**src/rtl/uart_tx_sched_if.sv**
```systemverilog
// Requester handshake and uart_tx drive signals for uart_tx_sched, bundled with
// master (requesters/transmitter side) and slave (scheduler) views.
interface uart_tx_sched_if #(
    parameter int unsigned NREQ = 4
);
    logic [NREQ-1:0]   req_valid;
    logic [8*NREQ-1:0] req_data;
    logic [NREQ-1:0]   req_parity;
    logic [NREQ-1:0]   req_last;
    logic [NREQ-1:0]   req_ready;
    logic [NREQ-1:0]   grant;
    logic              tx_write;
    logic [7:0]        tx_data;
    logic              tx_paritymode;
    logic              tx_txrdy;
    logic              busy;
    logic              ack_err;

    modport master (
        output req_valid, req_data, req_parity, req_last, tx_txrdy,
        input  req_ready, grant, tx_write, tx_data, tx_paritymode, busy, ack_err
    );

    modport slave (
        input  req_valid, req_data, req_parity, req_last, tx_txrdy,
        output req_ready, grant, tx_write, tx_data, tx_paritymode, busy, ack_err
    );
endinterface

```
**src/rtl/uart_tx_sched.sv**
```systemverilog
// Round-robin scheduler sharing one uart_tx between NREQ byte requesters, with
// burst lock per grant, MAXBURST forced rotation and a txrdy acknowledge timeout.
module uart_tx_sched #(
    parameter int unsigned NREQ        = 4,
    parameter int unsigned MAXBURST    = 16,
    parameter int unsigned ACK_TIMEOUT = 255
) (
    input  logic           mclkx16,
    input  logic           reset,
    uart_tx_sched_if.slave bus
);
    localparam int unsigned PW = $clog2(NREQ);

    typedef enum logic [1:0] {IDLE, WRITE, ACK, DRAIN} state_t;

    state_t          state, state_nx;
    logic            rdy_m, rdy_s;
    logic [PW-1:0]   ptr, owner, win, cap_idx;
    logic            win_ok;
    int unsigned     idx;
    logic [7:0]      bcnt, tcnt;
    logic            wphase, last_q, ack_err_q, par_q;
    logic [7:0]      data_q;
    logic            capture, release_g, timeout;
    logic [NREQ-1:0] ready;

    // txrdy comes from the txclk divider; both flops reset high so a fresh
    // block sees the transmitter as ready.
    always_ff @(posedge mclkx16) begin
        if (reset) begin
            rdy_m <= 1'b1;
            rdy_s <= 1'b1;
        end else begin
            rdy_m <= bus.tx_txrdy;
            rdy_s <= rdy_m;
        end
    end

    always_comb begin : arbitrate
        win    = '0;
        win_ok = 1'b0;
        idx    = 0;
        for (int unsigned k = 0; k < NREQ; k++) begin
            idx = (k + 32'(ptr)) % NREQ;
            if (!win_ok && bus.req_valid[idx]) begin
                win    = PW'(idx);
                win_ok = 1'b1;
            end
        end
    end

    always_comb begin : fsm_next
        state_nx  = state;
        capture   = 1'b0;
        release_g = 1'b0;
        timeout   = 1'b0;
        ready     = '0;
        cap_idx   = owner;
        unique case (state)
            IDLE: begin
                if (rdy_s && win_ok) begin
                    ready[win] = 1'b1;
                    capture    = 1'b1;
                    cap_idx    = win;
                    state_nx   = WRITE;
                end
            end
            WRITE: begin
                if (wphase) state_nx = ACK;
            end
            ACK: begin
                if (!rdy_s) begin
                    state_nx = DRAIN;
                end else if (tcnt == 8'(ACK_TIMEOUT - 1)) begin
                    timeout  = 1'b1;
                    state_nx = DRAIN;
                end
            end
            DRAIN: begin
                if (rdy_s) begin
                    if (!last_q && (bcnt < 8'(MAXBURST)) && bus.req_valid[owner]) begin
                        ready[owner] = 1'b1;
                        capture      = 1'b1;
                        state_nx     = WRITE;
                    end else begin
                        release_g = 1'b1;
                        state_nx  = IDLE;
                    end
                end
            end
            default: state_nx = IDLE;
        endcase
        // Requesters must not see a handshake while reset is held.
        if (reset) ready = '0;
    end

    always_ff @(posedge mclkx16) begin
        if (reset) begin
            state     <= IDLE;
            ptr       <= '0;
            owner     <= '0;
            bcnt      <= '0;
            tcnt      <= '0;
            wphase    <= 1'b0;
            last_q    <= 1'b0;
            data_q    <= '0;
            par_q     <= 1'b0;
            ack_err_q <= 1'b0;
        end else begin
            state  <= state_nx;
            wphase <= (state == WRITE) && !wphase;
            tcnt   <= (state == ACK) ? tcnt + 8'd1 : '0;
            if (capture) begin
                owner  <= cap_idx;
                data_q <= bus.req_data[8*cap_idx +: 8];
                par_q  <= bus.req_parity[cap_idx];
                last_q <= bus.req_last[cap_idx];
                bcnt   <= (state == IDLE) ? 8'd1 : bcnt + 8'd1;
            end
            if (release_g) ptr <= (owner == PW'(NREQ - 1)) ? '0 : owner + PW'(1);
            if (timeout) ack_err_q <= 1'b1;
        end
    end

    assign bus.req_ready     = ready;
    assign bus.grant         = (state == IDLE) ? '0 : ({{(NREQ-1){1'b0}}, 1'b1} << owner);
    assign bus.tx_write      = (state == WRITE);
    assign bus.tx_data       = data_q;
    assign bus.tx_paritymode = par_q;
    assign bus.busy          = (state != IDLE);
    assign bus.ack_err       = ack_err_q;
endmodule
```
**src/flat_wrapper.sv**
```systemverilog
// flat-port wrapper written by rule: the top's interface ports become plain ports
module uart_tx_sched_flat 
#(
    parameter int unsigned NREQ        = 4,
    parameter int unsigned MAXBURST    = 16,
    parameter int unsigned ACK_TIMEOUT = 255
)
  (mclkx16, reset, bus_req_valid, bus_req_data, bus_req_parity, bus_req_last, bus_tx_txrdy, bus_req_ready, bus_grant, bus_tx_write, bus_tx_data, bus_tx_paritymode, bus_busy, bus_ack_err);
  uart_tx_sched_if #(.NREQ(NREQ)) bus_i ();
  input  logic mclkx16;
  input  logic reset;
  input wire logic [$bits(bus_i.req_valid)-1:0] bus_req_valid;
  input wire logic [$bits(bus_i.req_data)-1:0] bus_req_data;
  input wire logic [$bits(bus_i.req_parity)-1:0] bus_req_parity;
  input wire logic [$bits(bus_i.req_last)-1:0] bus_req_last;
  input wire logic [$bits(bus_i.tx_txrdy)-1:0] bus_tx_txrdy;
  output wire logic [$bits(bus_i.req_ready)-1:0] bus_req_ready;
  output wire logic [$bits(bus_i.grant)-1:0] bus_grant;
  output wire logic [$bits(bus_i.tx_write)-1:0] bus_tx_write;
  output wire logic [$bits(bus_i.tx_data)-1:0] bus_tx_data;
  output wire logic [$bits(bus_i.tx_paritymode)-1:0] bus_tx_paritymode;
  output wire logic [$bits(bus_i.busy)-1:0] bus_busy;
  output wire logic [$bits(bus_i.ack_err)-1:0] bus_ack_err;
  assign bus_i.req_valid = bus_req_valid;
  assign bus_i.req_data = bus_req_data;
  assign bus_i.req_parity = bus_req_parity;
  assign bus_i.req_last = bus_req_last;
  assign bus_i.tx_txrdy = bus_tx_txrdy;
  assign bus_req_ready = bus_i.req_ready;
  assign bus_grant = bus_i.grant;
  assign bus_tx_write = bus_i.tx_write;
  assign bus_tx_data = bus_i.tx_data;
  assign bus_tx_paritymode = bus_i.tx_paritymode;
  assign bus_busy = bus_i.busy;
  assign bus_ack_err = bus_i.ack_err;
  uart_tx_sched #(.NREQ(NREQ), .MAXBURST(MAXBURST), .ACK_TIMEOUT(ACK_TIMEOUT)) u_core (.mclkx16(mclkx16), .reset(reset), .bus(bus_i));
endmodule
```
**config.mk**
```make
export PLATFORM = sky130hd
export DESIGN_NAME = uart_tx_sched_flat
export DESIGN_NICKNAME = d
export VERILOG_FILES = /design/src/rtl/uart_tx_sched_if.sv /design/src/rtl/uart_tx_sched.sv /design/src/flat_wrapper.sv
export SDC_FILE = /design/constraint.sdc
export NUM_CORES = 1
export LEC_CHECK = 0
export ABC_AREA = 0
export BUFFER_PORTS_ARGS = -buffer_cell sky130_fd_sc_hd__buf_2
export CAP_MARGIN = 5
export CORE_ASPECT_RATIO = 2
export CORE_UTILIZATION = 30
export DETAILED_ROUTE_END_ITERATION = 12
export PLACE_DENSITY = 0.51
export SLEW_MARGIN = 20
export SYNTH_ARGS = -nofsm -noshare
export SYNTH_HDL_FRONTEND = slang
export SYNTH_SLANG_ARGS = --single-unit
```
**constraint.sdc**
```tcl
create_clock -name mclkx16 -period 2.37 [get_ports mclkx16]
set_clock_uncertainty 0.05 [all_clocks]
set_input_delay 0.474 -clock mclkx16 [delete_from_list [all_inputs] [get_ports mclkx16]]
set_output_delay 0.474 -clock mclkx16 [all_outputs]
set_load 0.02 [all_outputs]
```
==> run metrics <==
outcome complete, but fails checks; final hold vios 0; GRT Total Usage a little under a fifth; CTS sink cnt 36; crit-path max FO 4; syn_nets around 310; DR pass1 iterations 4; drt wl/cell 15.5 um; GR Util met1 approximately 16%; RD Place Congestion just under 0.9; Clock power frac 18.9%; most frequent cell after synthesis dfxtp_1; Crit Reg-Reg Startpoint u_core.state[0]; final setup TNS -0.211 ns; CP required 1.85 ns; top cells by count, synth 36 x dfxtp_1, 32 x nor2_1, 19 x inv_1; Peak VDD IR 501 uV; synthesis-stage register bit count 36; Critical Path End Type output port; top_reg_cell synth dfxtp_1; area share of the leading cell type in the synthesized netlist roughly a third; Leakage between 0.001 and 0.0015 uW; n_diodes 0; CP startpoint kind register; total CTS buffers 5; internal reg-to-reg setup slack around 0.16 ns; synthesized instance count roughly 250; core area ~6900 um^2; register share of total power a little under a quarter; PD cells between 1000 and 1500 nW/um^2; Pins Over Slew Limit 0; Die Ht approximately 120 um; Int Power 2060 uW; final wirelength just under 7000 um; sequential area share after synthesis around a third; # DRC 0; final core utilization ~47%; largest net degree at the start of global routing 17; global-route wire length before repair 10000 um; Area contributors post-synth dfxtp_1 34%, mux2i_1 6.5%, ha_1 6.4%, nor2_1 5.6%, a2111oi_1 5.1%; Worst Setup SP u_core.owner[0]; TritonCTS clock tree built; # port buffers 66; antenna violations before repair 0; met3 usage under 10%; worst r2r path cells 9; ys async rst share 0%; row count 43; R2R Path End u_core.bus.tx_data[0]; Period minus WS final around 2.5 ns; Post-synth EDFFs 0; final net count slightly above 400; CTS H-tree depth 2; dpl cells ~430; Netlist cell types 45; Power, Total about 3500 uW; Die Width 61.8 um; Syn Area/Cell between 8 and 9 um^2; RSZ-0062 raised after global routing true; area leader, netlist dfxtp_1; crit share post-route 104%; Fmax just over 0.4 GHz; Initial Utilization approximately 30%; worst skew pair latency approximately 0.29 ns; crit path kind register to output port; clock buffer depth 2; vias per cell 5.10; Worst Max-Slew Pin Slew ~0.76 ns; Vias 2256; total gr overflow 0; Fillers 703; share of layout cells above drive strength 1 46.9%; worst hold margin between 0.3 and 0.4 ns; final antenna-violating net count 0; vias in the first global route between 2000 and 2500; P_sw between 1000 and 1500 uW; GRT busiest layer met2; drt first-iter violations 60; Cell Area, Synth 2150 um^2; endpoints failing setup 4; setup ws final -0.0923 ns; hold crit path type input pin to register; fin cells 442; met2 Usage GRT 36.6%; part of the power in combinational logic 57.8%; # IOs 67; WP data arrival a little under 2 ns; die area about 7500 um^2; Rel. slew slack 49.3%; failing checks setup timing; crit path to bus_req_ready[3]; Max Cap Viol 0; Synth warnings 0; switch share between 40% and 50%; clock slew at reported path FFs about 0.060 ns; Root Buffer clkbuf_16; DP HPWL 5260 um; area grow syn2layout 52.0%
## cell type report
type | count | area (um^2) | area share [%]
multi-input cells | 180 | 1510 | 46.3
flip-flops and latches | 36 | 729 | 22.4
repair buffers | 109 | 688 | 21.1
clock buffers | 5 | 125 | 3.84
well taps | 90 | 113 | 3.45
inverters | 19 | 71.3 | 2.19
clock inverters | 3 | 23.8 | 0.729
## layout by cell type (no fill, tap or decap), types with 8 or more instances in the layout
cell,n
nand2_1,10
inv_1,17
a21oi_1,8
ha_1,10
a2111oi_1,11
mux2i_1,13
dfxtp_1,31
nor2_1,31
buf_4,42
buf_2,61
## logic make-up after synthesis
kind of cell             after synthesis  synth area share, %
XOR/XNOR                               5                 2.04
adder cells (fa/ha/maj)               11                 6.41
AND/OR/NAND/NOR                       80                 18.1
flip-flops                            36                 33.6
AO/OA/AOI/OAI                         69                 25.6
buffers and inverters                 35                 6.65
multiplexers                          15                 7.58
## worst min path at each step
stage / start / to / cells past startpoint
floorplan: u_core.rdy_m / u_core.rdy_s / 1
global placement: u_core.rdy_m / u_core.rdy_s / 1
detailed placement: u_core.rdy_m / u_core.rdy_s / 1
CTS: bus_tx_txrdy / u_core.rdy_m / 2
global route: bus_tx_txrdy / u_core.rdy_m / 2
finish: bus_tx_txrdy / u_core.rdy_m / 2
## layer usage
layer | vias up | wire length, um
li1 | 1130 | -
met1 | 1040 | 2430
met2 | 67 | 3920
met3 | 19 | 255
met4 | 0 | 262
met5 | - | 0
## what timing repair did
item / CTS / global route
hold buffers: 0 / 0
setup buffers: 5 / 3
setup endpoints to repair: 14 / 14
gates resized for setup: 27 / 39
pin swaps: 5 / 10
gates cloned: 0 / 0
## flip-flops by register name, summed over array words and instances (netlist names)
| name | count |
|---|---|
| u_core.bcnt | 8 |
| u_core.bus.ack_err | 1 |
| u_core.bus.tx_data | 8 |
| u_core.bus.tx_paritymode | 1 |
| u_core.last_q | 1 |
| u_core.owner | 2 |
| u_core.ptr | 2 |
| u_core.rdy_m | 1 |
| u_core.rdy_s | 1 |
| u_core.state | 2 |
| u_core.tcnt | 8 |
| u_core.wphase | 1 |
## worst max-delay path: stages, from the launching register on
cell,delay (ns)
dfxtp_2,0.34
mux4_2,0.52
and3b_2,0.23
and2_4,0.16
a32oi_2,0.18
nor3_2,0.05
buf_4,0.17
## power by group through the flow
stage / sequential [uW] / combinational, uW / clock [uW]
final: 821 / 2040 / 666
after global routing: 841 / 2220 / 704
after CTS: 822 / 1840 / 680
after detailed placement: 827 / 1720 / 0
after global placement: 825 / 1730 / 0
after floorplan: 905 / 951 / 0
## per-stage QoR
step | setup slack, ns | instance area [um^2]
floorplan | -0.104 | 2170
global placement | -0.423 | 2800
detailed placement | -0.401 | 2800
CTS | -0.0886 | 3080
global route | -0.133 | 3260
finish | -0.0923 | 3260
(Power assumes the default switching activity.)
